**src/rtl/pwm_sample_sched_if.sv**
```systemverilog
// Sample/config bus between the effects pipeline and the PWM sample scheduler.
//   s_data/s_valid/s_ready : 8-bit sample stream with valid/ready handshake
//   cfg_we/cfg_addr/cfg_wdata : register write port
//                               (0=time_add, 1=cycle_adder, 2=freq_div, 3=sample_period)
// master = producer (pipeline / bench), slave = pwm_sample_sched.
interface pwm_sample_sched_if;
  logic [7:0]  s_data;
  logic        s_valid;
  logic        s_ready;
  logic        cfg_we;
  logic [1:0]  cfg_addr;
  logic [31:0] cfg_wdata;

  modport master (
    output s_data, s_valid, cfg_we, cfg_addr, cfg_wdata,
    input  s_ready
  );

  modport slave (
    input  s_data, s_valid, cfg_we, cfg_addr, cfg_wdata,
    output s_ready
  );
endinterface

```
**src/rtl/pwm_sample_sched.sv**
```systemverilog
// Sample-rate scheduler and configuration owner for the 8-bit PWM audio stage.
// Buffers incoming samples in a FIFO, hands one sample per sample period to
// the PWM with a one-cycle pwm_start strobe, and keeps the PWM timing config
// in shadow registers that only become active on sample boundaries.
// Ports:
//   clk, reset      : clock, synchronous active-high reset
//   enable          : playback enable
//   bus (slave)     : sample stream + config write port
//   pwm_data/pwm_start/pwm_cs : sample, update strobe and chip select to PWM
//   time_add/cycle_adder/freq_div : active PWM configuration
//   fifo_level      : FIFO occupancy
//   underruns       : saturating count of ticks that found the FIFO empty
//   state           : 0=IDLE, 1=PRIME, 2=RUN
module pwm_sample_sched #(
  parameter int DEPTH        = 16,
  parameter int PRIME_LEVEL  = 8,
  parameter int UNDERRUN_MAX = 4,
  parameter int PERIOD_RST   = 12000
) (
  input  logic                     clk,
  input  logic                     reset,
  input  logic                     enable,
  pwm_sample_sched_if.slave        bus,
  output logic [7:0]               pwm_data,
  output logic                     pwm_start,
  output logic                     pwm_cs,
  output logic [31:0]              time_add,
  output logic [31:0]              cycle_adder,
  output logic [31:0]              freq_div,
  output logic [$clog2(DEPTH):0]   fifo_level,
  output logic [7:0]               underruns,
  output logic [1:0]               state
);

  localparam int AW = $clog2(DEPTH);
  localparam int LW = AW + 1;
  localparam int EW = $clog2(UNDERRUN_MAX + 1);
  localparam logic [LW-1:0] FULL_LVL  = LW'(DEPTH);
  localparam logic [LW-1:0] PRIME_LVL = LW'(PRIME_LEVEL);
  localparam logic [EW-1:0] EMPTY_MAX = EW'(UNDERRUN_MAX);

  typedef enum logic [1:0] {
    ST_IDLE  = 2'd0,
    ST_PRIME = 2'd1,
    ST_RUN   = 2'd2
  } state_t;

  state_t          state_reg, state_next;
  logic [7:0]      mem [DEPTH];
  logic [AW-1:0]   wr_ptr_reg, rd_ptr_reg;
  logic [LW-1:0]   level_reg;
  logic [31:0]     count_reg, period_reg, period_eff;
  logic [31:0]     time_add_sh_reg, cycle_adder_sh_reg, freq_div_sh_reg;
  logic [31:0]     time_add_reg, cycle_adder_reg, freq_div_reg;
  logic [7:0]      pwm_data_reg, underruns_reg;
  logic            pwm_start_reg;
  logic [EW-1:0]   empty_cnt_reg;
  logic            tick, act, push, pop, fifo_empty;

  assign bus.s_ready = (level_reg != FULL_LVL);
  assign push        = bus.s_valid && bus.s_ready;
  assign fifo_empty  = (level_reg == '0);
  assign period_eff  = (period_reg == 32'd0) ? 32'd1 : period_reg;
  // ">=" so that shrinking the period below the current count still ticks
  // immediately instead of waiting for the 32-bit counter to wrap.
  assign tick        = (state_reg != ST_IDLE) && (count_reg >= period_eff - 32'd1);
  // A tick that would strobe right after the previous strobe is skipped,
  // so with a period of 1 the PWM is updated every second cycle.
  assign act         = tick && enable && (state_reg == ST_RUN) && !pwm_start_reg;
  assign pop         = act && !fifo_empty;

  // The return to PRIME is taken one cycle after the final empty tick so the
  // re-send strobe of that tick still lands while in RUN.
  always_comb begin
    state_next = state_reg;
    case (state_reg)
      ST_IDLE:  if (enable) state_next = ST_PRIME;
      ST_PRIME: if (tick && (level_reg >= PRIME_LVL)) state_next = ST_RUN;
      ST_RUN:   if (empty_cnt_reg == EMPTY_MAX) state_next = ST_PRIME;
      default:  state_next = ST_IDLE;
    endcase
    if (!enable) state_next = ST_IDLE;
  end

  // Sample storage: no reset, written only on an accepted push.
  always_ff @(posedge clk) begin
    if (push && !reset) mem[wr_ptr_reg] <= bus.s_data;
  end

  always_ff @(posedge clk) begin
    if (reset) begin
      state_reg          <= ST_IDLE;
      wr_ptr_reg         <= '0;
      rd_ptr_reg         <= '0;
      level_reg          <= '0;
      count_reg          <= '0;
      period_reg         <= 32'(PERIOD_RST);
      time_add_sh_reg    <= 32'd0;
      cycle_adder_sh_reg <= 32'd1;
      freq_div_sh_reg    <= 32'(PERIOD_RST / 2);
      time_add_reg       <= 32'd0;
      cycle_adder_reg    <= 32'd1;
      freq_div_reg       <= 32'(PERIOD_RST / 2);
      pwm_data_reg       <= 8'h80;
      pwm_start_reg      <= 1'b0;
      underruns_reg      <= 8'd0;
      empty_cnt_reg      <= '0;
    end else begin
      state_reg <= state_next;

      if (push) wr_ptr_reg <= wr_ptr_reg + 1'b1;
      if (pop)  rd_ptr_reg <= rd_ptr_reg + 1'b1;
      level_reg <= level_reg + LW'(push) - LW'(pop);

      if ((state_reg == ST_IDLE) || !enable || tick) count_reg <= 32'd0;
      else                                           count_reg <= count_reg + 32'd1;

      pwm_start_reg <= act;
      if (!enable)  pwm_data_reg <= 8'h80;
      else if (pop) pwm_data_reg <= mem[rd_ptr_reg];

      if (act) begin
        if (fifo_empty) begin
          empty_cnt_reg <= empty_cnt_reg + 1'b1;
          if (underruns_reg != 8'hFF) underruns_reg <= underruns_reg + 8'd1;
        end else begin
          empty_cnt_reg <= '0;
        end
      end else if (state_reg != ST_RUN) begin
        empty_cnt_reg <= '0;
      end

      if (bus.cfg_we) begin
        case (bus.cfg_addr)
          2'd0:    time_add_sh_reg    <= bus.cfg_wdata;
          2'd1:    cycle_adder_sh_reg <= bus.cfg_wdata;
          2'd2:    freq_div_sh_reg    <= bus.cfg_wdata;
          default: period_reg         <= bus.cfg_wdata;
        endcase
      end

      // Active config follows the shadows at each strobe, and freely in IDLE.
      if ((state_reg == ST_IDLE) || act) begin
        time_add_reg    <= time_add_sh_reg;
        cycle_adder_reg <= cycle_adder_sh_reg;
        freq_div_reg    <= freq_div_sh_reg;
      end
    end
  end

  assign pwm_data    = pwm_data_reg;
  assign pwm_start   = pwm_start_reg;
  assign pwm_cs      = (state_reg != ST_IDLE);
  assign time_add    = time_add_reg;
  assign cycle_adder = cycle_adder_reg;
  assign freq_div    = freq_div_reg;
  assign fifo_level  = level_reg;
  assign underruns   = underruns_reg;
  assign state       = state_reg;

endmodule

```
**src/flat_wrapper.sv**
```systemverilog
// flat-port wrapper written by rule: the top's interface ports become plain ports
module pwm_sample_sched_flat 
#(
  parameter int DEPTH        = 16,
  parameter int PRIME_LEVEL  = 8,
  parameter int UNDERRUN_MAX = 4,
  parameter int PERIOD_RST   = 12000
)
  (clk, reset, enable, pwm_data, pwm_start, pwm_cs, time_add, cycle_adder, freq_div, fifo_level, underruns, state, bus_s_data, bus_s_valid, bus_cfg_we, bus_cfg_addr, bus_cfg_wdata, bus_s_ready);
  pwm_sample_sched_if bus_i ();
  input  logic clk;
  input  logic reset;
  input  logic enable;
  output logic [7:0] pwm_data;
  output logic pwm_start;
  output logic pwm_cs;
  output logic [31:0] time_add;
  output logic [31:0] cycle_adder;
  output logic [31:0] freq_div;
  output logic [$clog2(DEPTH):0] fifo_level;
  output logic [7:0] underruns;
  output logic [1:0] state;
  input wire logic [$bits(bus_i.s_data)-1:0] bus_s_data;
  input wire logic [$bits(bus_i.s_valid)-1:0] bus_s_valid;
  input wire logic [$bits(bus_i.cfg_we)-1:0] bus_cfg_we;
  input wire logic [$bits(bus_i.cfg_addr)-1:0] bus_cfg_addr;
  input wire logic [$bits(bus_i.cfg_wdata)-1:0] bus_cfg_wdata;
  output wire logic [$bits(bus_i.s_ready)-1:0] bus_s_ready;
  assign bus_i.s_data = bus_s_data;
  assign bus_i.s_valid = bus_s_valid;
  assign bus_i.cfg_we = bus_cfg_we;
  assign bus_i.cfg_addr = bus_cfg_addr;
  assign bus_i.cfg_wdata = bus_cfg_wdata;
  assign bus_s_ready = bus_i.s_ready;
  pwm_sample_sched #(.DEPTH(DEPTH), .PRIME_LEVEL(PRIME_LEVEL), .UNDERRUN_MAX(UNDERRUN_MAX), .PERIOD_RST(PERIOD_RST)) u_core (.clk(clk), .reset(reset), .enable(enable), .bus(bus_i), .pwm_data(pwm_data), .pwm_start(pwm_start), .pwm_cs(pwm_cs), .time_add(time_add), .cycle_adder(cycle_adder), .freq_div(freq_div), .fifo_level(fifo_level), .underruns(underruns), .state(state));
endmodule
```
**config.mk**
```make
export PLATFORM = sky130hd
export DESIGN_NAME = pwm_sample_sched_flat
export DESIGN_NICKNAME = d
export VERILOG_FILES = /design/src/rtl/pwm_sample_sched_if.sv /design/src/rtl/pwm_sample_sched.sv /design/src/flat_wrapper.sv
export SDC_FILE = /design/constraint.sdc
export NUM_CORES = 1
export LEC_CHECK = 0
export ABC_AREA = 1
export BUFFER_PORTS_ARGS = -buffer_cell sky130_fd_sc_hd__buf_2
export CAP_MARGIN = 20
export CORE_UTILIZATION = 54
export CTS_CLUSTER_DIAMETER = 50
export CTS_CLUSTER_SIZE = 28
export DETAILED_ROUTE_END_ITERATION = 10
export GPL_ROUTABILITY_DRIVEN = 0
export HOLD_SLACK_MARGIN = 0.03
export MAX_ROUTING_LAYER = met4
export PLACE_DENSITY = 0.76
export SLEW_MARGIN = 10
export SYNTH_ARGS = -nofsm -noshare
export SYNTH_HDL_FRONTEND = slang
export SYNTH_SLANG_ARGS = --single-unit
```
**constraint.sdc**
```tcl
create_clock -name clk -period 4.6 [get_ports clk]
set_input_delay 0.46 -clock clk [delete_from_list [all_inputs] [get_ports clk]]
set_output_delay 0.46 -clock clk [all_outputs]
set_load 0.01 [all_outputs]
```
==> metrics.cfg, run 1 <==
[layout]
final_cell_mix=441 x nor2_1, 326 x nand2_1, 279 x dfxtp_1
finish.utilization_pct=64.1
top_register=u_core.mem
num-nets-final=2521
area_growth_syn_to_layout_pct=16.8
layout-drive-gt1-share_pct=16.3
layout_commonest_cell=nor2_1
largest_register_ffs=128
n_fill_cell=2767
design_area_um2=21500

[die]
start_util_pct=54.9
die_area_um2=34800
die_h_um=187
core_area_um2=33500
rows=67
ioPinCount=169
die_x_um=187

[logic_synthesis]
ys_ff_latch=419
ys_types=43
netlist_area_um2=18400
yosys_warnings=0
synth.largest_area_cell=dfxtp_1
synth_top_area_share_pct=31.7
syn_avg_cell_area_um2=8.16
netlist_instances=2256
synth.area.top_cells=dfxtp_1 32%, edfxtp_1 21%, nor2_1 9.2%, nand2_1 7.0%, o21ai_0 4.8%
syn-num-nets=2354
yosysSeqAreaShare_pct=52.5

[clock_tree]
cts_tree=yes
cts_root_buf=clkbuf_16
h-tree-depth=2
clk-insertion-delay-late_ns=0.55
clockBufferDepth=3
cts_made_buffers=36
cts.sinks=419
cts.clk_slew.worst_paths_ns=0.08

[worst_setup_path]
startpoint_type=flop
regToRegStartpoint=u_core.period_reg[20]$_SDFFE_PP0P_
critical_path.max_fanout=3
critical_path.max_stage_delay_ns=0.35
critPathSlowestCell=fa_2
worst_r2r_path_depth=34
crit_path_frequent_cell=nand2_2
setup.worst_path.start=u_core.period_reg[20]$_SDFFE_PP0P_
rrSetupSlack_ns=0.16
critPathKind=reg2reg
required_ns=5.08
cp.arrival_ns=4.93
reg2reg_to=u_core.fifo_level[4]$_SDFF_PP0_
crit_end=u_core.fifo_level[4]$_SDFF_PP0_
endpoint_kind=flop

[drt]
drt-pass1-iter-count=6
postRouteAntennaNets=0
first_iter_violations=1531
drc=0
drt-wirelength-per-cell_um=17.2
viasPerCell=5.52
dr_total_vias=16000
wl_mm=49.8

[global_route]
grt_start_max_net_pins=130
grt_pass1_vias=15100
grt_pass1_wl_mm=78.6
antenna_found_initial=2
grt_overflow_total=0
grtUsageTotal_pct=28.8

[placement]
post_dp_cell_area_um2=19800
port_buffers=168
pre_cts_slack_ns=-0.237
dp_hpwl_mm=33.1

[run]
maxCapViolCount=0

[sta]
max_clock_freq_ghz=0.225
slew_viol_final=0
relSlewSlack_pct=36.3
hold_viol=0
final-setup-viol-count=0
setup_slack_ns=0.156
finalClockSkew_ns=0.0469
rsz0062_at_grt=true
finalCritPeriodShare_pct=96.6
finalCriticalPeriod_ns=4.44
setup_tns_ns=0
hold-worst-slack_ns=0.212
worst_pin_slew_ns=0.952

[min_path]
whs_path_depth=3
hp-class=in2reg

[status]
status=completed

[power]
p_per_area_nw_per_um2=381
ir_drop_v=0.000317
p_leak_nw=8.90

synth_stat cells, drive strengths merged:
library cell,instances
nor2,457
nand2,349
dfxtp,291
inv,189
nand3,176
o21ai,175
a21oi,160
edfxtp,128
clkbuf,87
ha,50
xor2,40
buf,33
nand4,24
nor3,24
xnor2,19
o22ai,14
mux2i,8
o221ai,5
or2,5
nor4,4
o211ai,4
clkinv,3
nor3b,3
a31oi,2
nand3b,2
o21a,2
and3,1
fa,1
where the power goes:
| group | switching [mW] | internal, mW | total, mW |
|---|---|---|---|
| logic | 0.609 | 0.340 | 0.949 |
| registers | 0.0870 | 3.95 | 4.04 |
| clock network | 1.53 | 1.67 | 3.21 |
| total | 2.23 | 5.96 | 8.19 |
metrics by stage:
stage | power (mW) | std cells
2_1_floorplan | 4.64 | 2256
3_3_place_gp | 4.95 | 2819
3_5_place_dp | 4.99 | 2819
4_1_cts | 8.15 | 2889
5_1_grt | 8.48 | 2902
6_report | 8.19 | 2902
area by class of cell:
type	count	area, µm²	area share (%)
Sequential cell	419	9680	45.1
Multi-Input combinational cell	1525	7680	35.7
Timing Repair Buffer	249	1570	7.29
Clock buffer	41	972	4.52
Inverter	192	728	3.39
Tap cell	448	561	2.61
Clock inverter	25	288	1.34
Antenna cell	3	7.51	0.0349
worst min path at each step:
| stage | startpoint | slack, ns | end |
|---|---|---|---|
| after CTS | bus_cfg_wdata[0] | 0.19 | u_core.cycle_adder_sh_reg[0]$_SDFFE_PP1P_ |
| after global routing | bus_cfg_wdata[0] | 0.22 | u_core.cycle_adder_sh_reg[0]$_SDFFE_PP1P_ |
| after global placement | u_core.freq_div_sh_reg[12]$_SDFFE_PP1P_ | 0.44 | u_core.freq_div[12]$_SDFFE_PP1P_ |
| final | bus_cfg_wdata[0] | 0.21 | u_core.cycle_adder_sh_reg[0]$_SDFFE_PP1P_ |
| after floorplan | u_core.cycle_adder_sh_reg[0]$_SDFFE_PP1P_ | 0.43 | u_core.cycle_adder[0]$_SDFFE_PP1P_ |
| after detailed placement | u_core.freq_div_sh_reg[10]$_SDFFE_PP1P_ | 0.45 | u_core.freq_div[10]$_SDFFE_PP1P_ |
critical path: cells and delay by family, from the launching register on:
kind / cells / cell delay [ns]
simple gates: 18 / 1.78
xor+xnor: 1 / 0.14
flops: 1 / 0.33
fa+ha+maj: 5 / 1.17
buf+inv: 5 / 0.37
compound gates: 5 / 0.58
routing by layer:
layer  global-route usage, %  vias up  routed length [µm]
li1                        -     7733                   -
met4                    11.1        0                1740
met1                    37.2     7534               20700
met2                    45.5      638               23400
met5                       -        -                   0
met3                    4.50      126                4000
kinds of logic (layout without fill, tap and decap cells):
family,Yosys count,count (layout),share of synthesized area (%)
fa+ha+maj,51,51,3.51
other cells,0,3,0
mux,8,8,0.435
xor+xnor,59,59,2.81
buf+inv,312,507,6.76
flops,419,419,52.5
compound gates,362,362,10.2
simple gates,1045,1045,23.8
what timing repair did:
| item | CTS | global route |
|---|---|---|
| endpoints found under the hold margin | 0 | 0 |
| endpoints found under the setup margin | 2 | 88 |
| hold buffers | 0 | 0 |
| resized for setup | 18 | 47 |
| setup buffers | 4 | 6 |
| pin swaps | 9 | 29 |
| gates cloned | 0 | 0 |
Note: power is estimated with default switching activity, not from simulation.
==> inputs of run 2 (changes only) <==
Settings changed: ABC_AREA 1 to not set, CELL_PAD_IN_SITES_DETAIL_PLACEMENT set to 1, CELL_PAD_IN_SITES_GLOBAL_PLACEMENT set to 2, CORE_UTILIZATION 54 to 35, PLACE_DENSITY 0.76 to not set, PLACE_DENSITY_LB_ADDON set to 0.1, SLEW_MARGIN 10 to 20.
==> run 2 against run 1 <==
The flow now finishes with violations (negative setup slack). Highest routed layer unchanged. Critical endpoint unchanged. Wire length increased by 0.30%. Clock power grew 31%. Combinational power fell by 18%. Count of clock-buffer cells in the layout is 15 higher. Area after synthesis down 7.4%. Largest power group is now the clock network. Fmax is 20% lower. Utilization down 18 points.
==> metrics.cfg, run 2 <==
[status]
status=finished with violations
violations=negative setup slack

[sta]
worst_pin_slew_ns=1.25
rsz0062_at_grt=true
hold_viol=0
max_clock_freq_ghz=0.179
finalCritPeriodShare_pct=121
setup_slack_ns=-0.987
slew_viol_final=0
finalClockSkew_ns=0.0359
relSlewSlack_pct=17.0
final-setup-viol-count=158
finalCriticalPeriod_ns=5.59

[drt]
dr_total_vias=12700
first_iter_violations=562
wl_mm=50.0
postRouteAntennaNets=0
viasPerCell=5.02
drt-wirelength-per-cell_um=19.7
drt-pass1-iter-count=4
drc=0

[worst_setup_path]
critPathSlowestCell=or4_4
critical_path.max_fanout=6
critPathKind=reg2reg
crit_family=simple AND/OR/NAND/NOR gates
rrSetupSlack_ns=-0.99
endpoint_kind=flop
regToRegStartpoint=u_core.period_reg[7]$_SDFFE_PP1P_
worst_r2r_path_depth=25
reg2reg_to=u_core.fifo_level[4]$_SDFF_PP0_
cp.arrival_ns=6.09
startpoint_type=flop
critPathBufInv=3
critical_path.max_stage_delay_ns=0.53
required_ns=5.11

[placement]
post_dp_cell_area_um2=19200
port_buffers=168
placed_cells=2397
dp_hpwl_mm=32.8

[die]
die_h_um=223
core_area_um2=47800
start_util_pct=35.6
die_x_um=223
ioPinCount=169
die_area_um2=49600
rows=80

[layout]
layout-drive-gt1-share_pct=27.7
final_cells=2535
n_fill_cell=5227
final_cell_mix=295 x nand2_1, 287 x dfxtp_1, 169 x nor2_1
layout_commonest_cell=nand2_1
top_register=u_core.mem
antennaDiodeCount=0
num-nets-final=1978
design_area_um2=22100
area_growth_syn_to_layout_pct=29.4
largest_register_ffs=128

[power]
seqPwrFrac_pct=44.2
p_leak_nw=8.34
p_per_area_nw_per_um2=406
clkPwrFrac_pct=47.1
power_frac_comb_pct=8.7
p_sw_share_pct=25.4
ir_drop_v=0.000378
switchingPower_mw=2.27
p_int_mw=6.69

[logic_synthesis]
yosys_warnings=0
synth.largest_area_cell=dfxtp_1
syn_avg_cell_area_um2=10.6
synth.area.top_cells=dfxtp_1 34%, edfxtp_1 23%, nand2_1 6.5%, mux2i_1 5.8%, mux4_2 5.3%
ys.flop_type=dfxtp_1
synth_edf_count=128
ys_ff_latch=419
synthTopCellsByCount=296 x nand2_1, 291 x dfxtp_1, 194 x nor2_1
yosysSeqAreaShare_pct=56.7
netlist_instances=1613
netlist_area_um2=17000
synth_top_area_share_pct=34.2
async_flop_share_pct=0
syn-num-nets=1711
synth_most_common_cell=nand2_1
ys_types=60

[clock_tree]
cts.clk_slew.worst_paths_ns=0.06
cts_root_buf=clkbuf_16
cts_tree=yes
clockBufferDepth=3
clk-insertion-delay-late_ns=0.60
h-tree-depth=2
ctsHoldBuffers=0
cts.sinks=419
cts_made_buffers=49

[min_path]
worstHoldStart=bus_cfg_wdata[5]
hp-class=in2reg
whs_path_depth=3
min_to=u_core.cycle_adder_sh_reg[5]$_SDFFE_PP0P_

[global_route]
grt_start_max_net_pins=238
grtUsageTotal_pct=20.4
antenna_found_initial=0
grt_pass1_vias=13300
grt_overflow_total=0
grt_pass1_wl_mm=76.2

[run]
maxCapViolCount=0

## run 2: cell count changes after synthesis, sizes merged, moves of 15 or more
cell,previous run,this run
nor2,457,195
o21ai,175,11
inv,189,28
nand3,176,21
mux2i,8,98
nand2,349,296
mux4,0,40
xnor2,19,43
xor2,40,20
clkbuf,87,69
buf,33,18
nand3b,2,17
or4,0,15
## run 2: how the worst max path moves through the flow
| stage | start | end | depth (start not counted) |
|---|---|---|---|
| 6_report | u_core.period_reg[7]$_SDFFE_PP1P_ | u_core.fifo_level[4]$_SDFF_PP0_ | 25 |
| 3_5_place_dp | u_core.period_reg[9]$_SDFFE_PP1P_ | u_core.fifo_level[4]$_SDFF_PP0_ | 24 |
| 5_1_grt | u_core.period_reg[7]$_SDFFE_PP1P_ | u_core.fifo_level[4]$_SDFF_PP0_ | 27 |
| 3_3_place_gp | u_core.period_reg[9]$_SDFFE_PP1P_ | u_core.fifo_level[4]$_SDFF_PP0_ | 25 |
| 2_1_floorplan | u_core.period_reg[9]$_SDFFE_PP1P_ | u_core.fifo_level[4]$_SDFF_PP0_ | 26 |
| 4_1_cts | u_core.period_reg[7]$_SDFFE_PP1P_ | u_core.fifo_level[4]$_SDFF_PP0_ | 25 |
## run 2: power groups by stage
stage / Combinational (mW) / Sequential [mW] / Clock (mW)
4_1_cts: 0.747 / 3.96 / 4.33
6_report: 0.780 / 3.96 / 4.22
5_1_grt: 0.858 / 3.97 / 4.46
3_3_place_gp: 0.680 / 4.04 / 0
3_5_place_dp: 0.695 / 4.04 / 0
2_1_floorplan: 0.399 / 4.04 / 0
## run 2: timing repair
action	4_1_cts	5_1_grt
gates cloned	7	9
pin swaps	20	30
buffers inserted	17	23
gates resized for setup	35	85
endpoints found under the setup margin	159	159
## run 2: worst reg2reg max path: cells and delay by family (launching register included)
kind                     cells  cell delay, ns
flip-flops                   1            0.32
XOR/XNOR                     1            0.12
adder cells (fa/ha/maj)      5            1.10
AND/OR/NAND/NOR             11            2.73
buffers and inverters        3            0.25
AO/OA/AOI/OAI                5            0.98
## run 2: per-stage QoR
step	hold WS [ns]	utilization, %	setup slack (ns)	power [mW]	TNS [ns]
2_1_floorplan	0.436	-	-1.05	4.43	-24.87
3_3_place_gp	0.441	40.1	-0.992	4.72	-59.63
3_5_place_dp	0.449	40.1	-1.21	4.73	-86.15
4_1_cts	0.132	44.8	-1.05	9.03	-67.84
5_1_grt	0.158	46.1	-1.27	9.28	-116.42
6_report	0.164	46.1	-0.987	8.96	-82.75
## run 2: area by class of cell
cell class	count	area (µm²)	share of cell area, %
clock buffers	56	1280	5.81
clock inverters	35	487	2.21
inverters	28	105	0.476
multi-input cells	1080	7380	33.4
flip-flops and latches	419	9670	43.9
well taps	615	769	3.49
repair buffers	302	2370	10.7
## run 2: routing by layer
layer / global-route usage [%] / vias to the layer above / routed length, µm
met4: 5.67 / 0 / 1220
met2: 35.4 / 180 / 25700
met1: 24.4 / 6329 / 21600
met5: - / - / 0
li1: - / 6138 / -
met3: 3.21 / 81 / 1520
## run 2: cells by family (layout without fill, tap and decap cells)
family / after synthesis / after routing / synth area share (%)
mux: 140 / 140 / 11.2
fa+ha+maj: 51 / 51 / 3.79
xor+xnor: 63 / 63 / 3.24
flops: 419 / 419 / 56.7
compound gates: 185 / 185 / 5.84
buf+inv: 115 / 421 / 2.74
simple gates: 640 / 641 / 16.5
==> inputs of run 3 (changes only) <==
Settings changed: ABC_AREA set to 1, CORE_UTILIZATION 35 to 36.
Clock period 4.6 ns to 5.2 ns, I/O delays scaled along.
==> run 3 against run 2 <==
The run now ends clean. Count of clock-buffer cells in the layout up 1. Die area up 4.9%. Setup slack improved by 1.4 ns. Sequential power shrank 9.6%. Register-to-register slack better by 1.4 ns. Wire length grew 17%. Sequential cell count unchanged. Via count grew 22%. Largest power group unchanged. Highest routed layer unchanged.
==> metrics.cfg, run 3 (same netlist as run 1, synthesis figures left out) <==
[status]
status=completed

[drt]
drt-wirelength-per-cell_um=18.8
dr_total_vias=15500
viasPerCell=4.99
wl_mm=58.4
drc=0
postRouteAntennaNets=0
first_iter_violations=835
drt-pass1-iter-count=4

[sta]
final-setup-viol-count=0
finalClockSkew_ns=0.0237
setup_tns_ns=0
hold-worst-slack_ns=0.257
worst_pin_slew_ns=1.02
hold_viol=0
relSlewSlack_pct=31.8
finalCritPeriodShare_pct=92.2
max_clock_freq_ghz=0.209
slew_viol_final=0
setup_slack_ns=0.406
finalCriticalPeriod_ns=4.79

[die]
rows=82
die_x_um=228
die_h_um=228
die_area_um2=52000
ioPinCount=169
core_area_um2=50300
start_util_pct=36.6

[layout]
layout_commonest_cell=nor2_1
area_growth_syn_to_layout_pct=18.4
largest_register_ffs=128
seq_area_um2=9690
num-nets-final=2487
layout-drive-gt1-share_pct=14.8
final_cell_mix=445 x nor2_1, 336 x nand2_1, 278 x dfxtp_1
multi_input_area_um2=7590
top_register=u_core.mem
n_fill_cell=6046

[clock_tree]
clockBufferDepth=3
cts.sinks=419
cts.clk_slew.worst_paths_ns=0.06
cts_made_buffers=52
cts_root_buf=clkbuf_16
clk-insertion-delay-late_ns=0.61
cts_tree=yes
h-tree-depth=2

[worst_setup_path]
crit_path_frequent_cell=nand2_1
critical_path.max_fanout=4
required_ns=5.73
endpoint_kind=flop
startpoint_type=flop
reg2reg_to=u_core.fifo_level[4]$_SDFF_PP0_
crit_end=u_core.fifo_level[4]$_SDFF_PP0_
regToRegStartpoint=u_core.period_reg[21]$_SDFFE_PP0P_
critPathKind=reg2reg
rrSetupSlack_ns=0.41
cp.arrival_ns=5.32
setup.worst_path.start=u_core.period_reg[21]$_SDFFE_PP0P_
critical_path.max_stage_delay_ns=0.36
worst_r2r_path_depth=34
critPathSlowestCell=dfxtp_4

[run]
maxCapViolCount=0

[power]
ir_drop_v=0.000263
p_total_mw=8.19
p_leak_nw=8.89
p_per_area_nw_per_um2=376

[placement]
pre_cts_slack_ns=0.00181
port_buffers=168
dp_hpwl_mm=39.5

[global_route]
antenna_found_initial=4
grt_start_max_net_pins=105
grt_overflow_total=0
grtUsageTotal_pct=23.0
grt_pass1_wl_mm=91.1
grt_pass1_vias=15800

[min_path]
hp-class=in2reg

[run 3: cell count changes in the layout (fill, tap and decap cells not counted), sizes merged, moves of 14 or more]
cell / delta
buf: -94
inv: +166
mux2i: -90
mux4: -40
nand2: +53
nand3: +155
nand3b: -15
nor2: +261
o21ai: +164
o22ai: +14
or4: -15
xnor2: -24
xor2: +20
[run 3: per-stage QoR]
step                      instances  area, µm²  util (%)
after floorplan                2256      18400         -
after global placement         3002      19800      39.4
after detailed placement       3002      19800      39.4
after CTS                      3099      21700      43.1
after global routing           3106      21800      43.3
final                          3106      21800      43.3
[run 3: per-layer routing]
metal	part of all wire, %	vias to the layer above	wire length, µm	track usage [%]
met4	2.0	0	1190	6.52
li1	-	7671	-	-
met5	0	-	0	-
met1	48	7513	27800	30.7
met3	3.5	70	2070	3.13
met2	47	260	27400	36.4
[run 3: area by class of cell]
class,count,area share [%]
flip-flops and latches,419,44.5
inverters,192,3.33
clock inverters,40,2.12
clock buffers,57,6.34
well taps,672,3.86
diodes,2,0.0230
multi-input cells,1525,34.8
repair buffers,199,5.04
[run 3: power breakdown]
| group | switching [mW] | internal [mW] |
|---|---|---|
| Combinational | 0.520 | 0.255 |
| Clock | 1.60 | 2.24 |
| Sequential | 0.0845 | 3.50 |
| Total | 2.20 | 5.99 |
[run 3: how the worst min path moves through the flow]
| stage | from | end | slack, ns | cells after the start |
|---|---|---|---|---|
| 4_1_cts | bus_cfg_wdata[0] | u_core.cycle_adder_sh_reg[0]$_SDFFE_PP1P_ | 0.22 | 3 |
| 2_1_floorplan | u_core.cycle_adder_sh_reg[0]$_SDFFE_PP1P_ | u_core.cycle_adder[0]$_SDFFE_PP1P_ | 0.43 | 2 |
| 5_1_grt | bus_cfg_wdata[0] | u_core.cycle_adder_sh_reg[0]$_SDFFE_PP1P_ | 0.25 | 3 |
| 3_5_place_dp | u_core.freq_div_sh_reg[9]$_SDFFE_PP1P_ | u_core.freq_div[9]$_SDFFE_PP1P_ | 0.45 | 2 |
| 3_3_place_gp | u_core.freq_div_sh_reg[12]$_SDFFE_PP1P_ | u_core.freq_div[12]$_SDFFE_PP1P_ | 0.45 | 2 |
| 6_report | bus_cfg_wdata[0] | u_core.cycle_adder_sh_reg[0]$_SDFFE_PP1P_ | 0.26 | 3 |
[run 3: repair_timing]
item | 4_1_cts | 5_1_grt
hold endpoints to repair | 0 | 0
hold buffers | 0 | 0
pin swaps | 0 | 5
endpoints found under the setup margin | 1 | 89
buffers inserted | 0 | 5
gates resized for setup | 1 | 36
[run 3: worst max-delay path, delay by kind of cell, from the launching register on]
family / cells / cell delay [ns]
AO/OA/AOI/OAI: 5 / 0.60
XOR/XNOR: 1 / 0.15
adder cells (fa/ha/maj): 5 / 1.21
buffers and inverters: 5 / 0.40
flip-flops: 1 / 0.36
AND/OR/NAND/NOR: 18 / 1.99
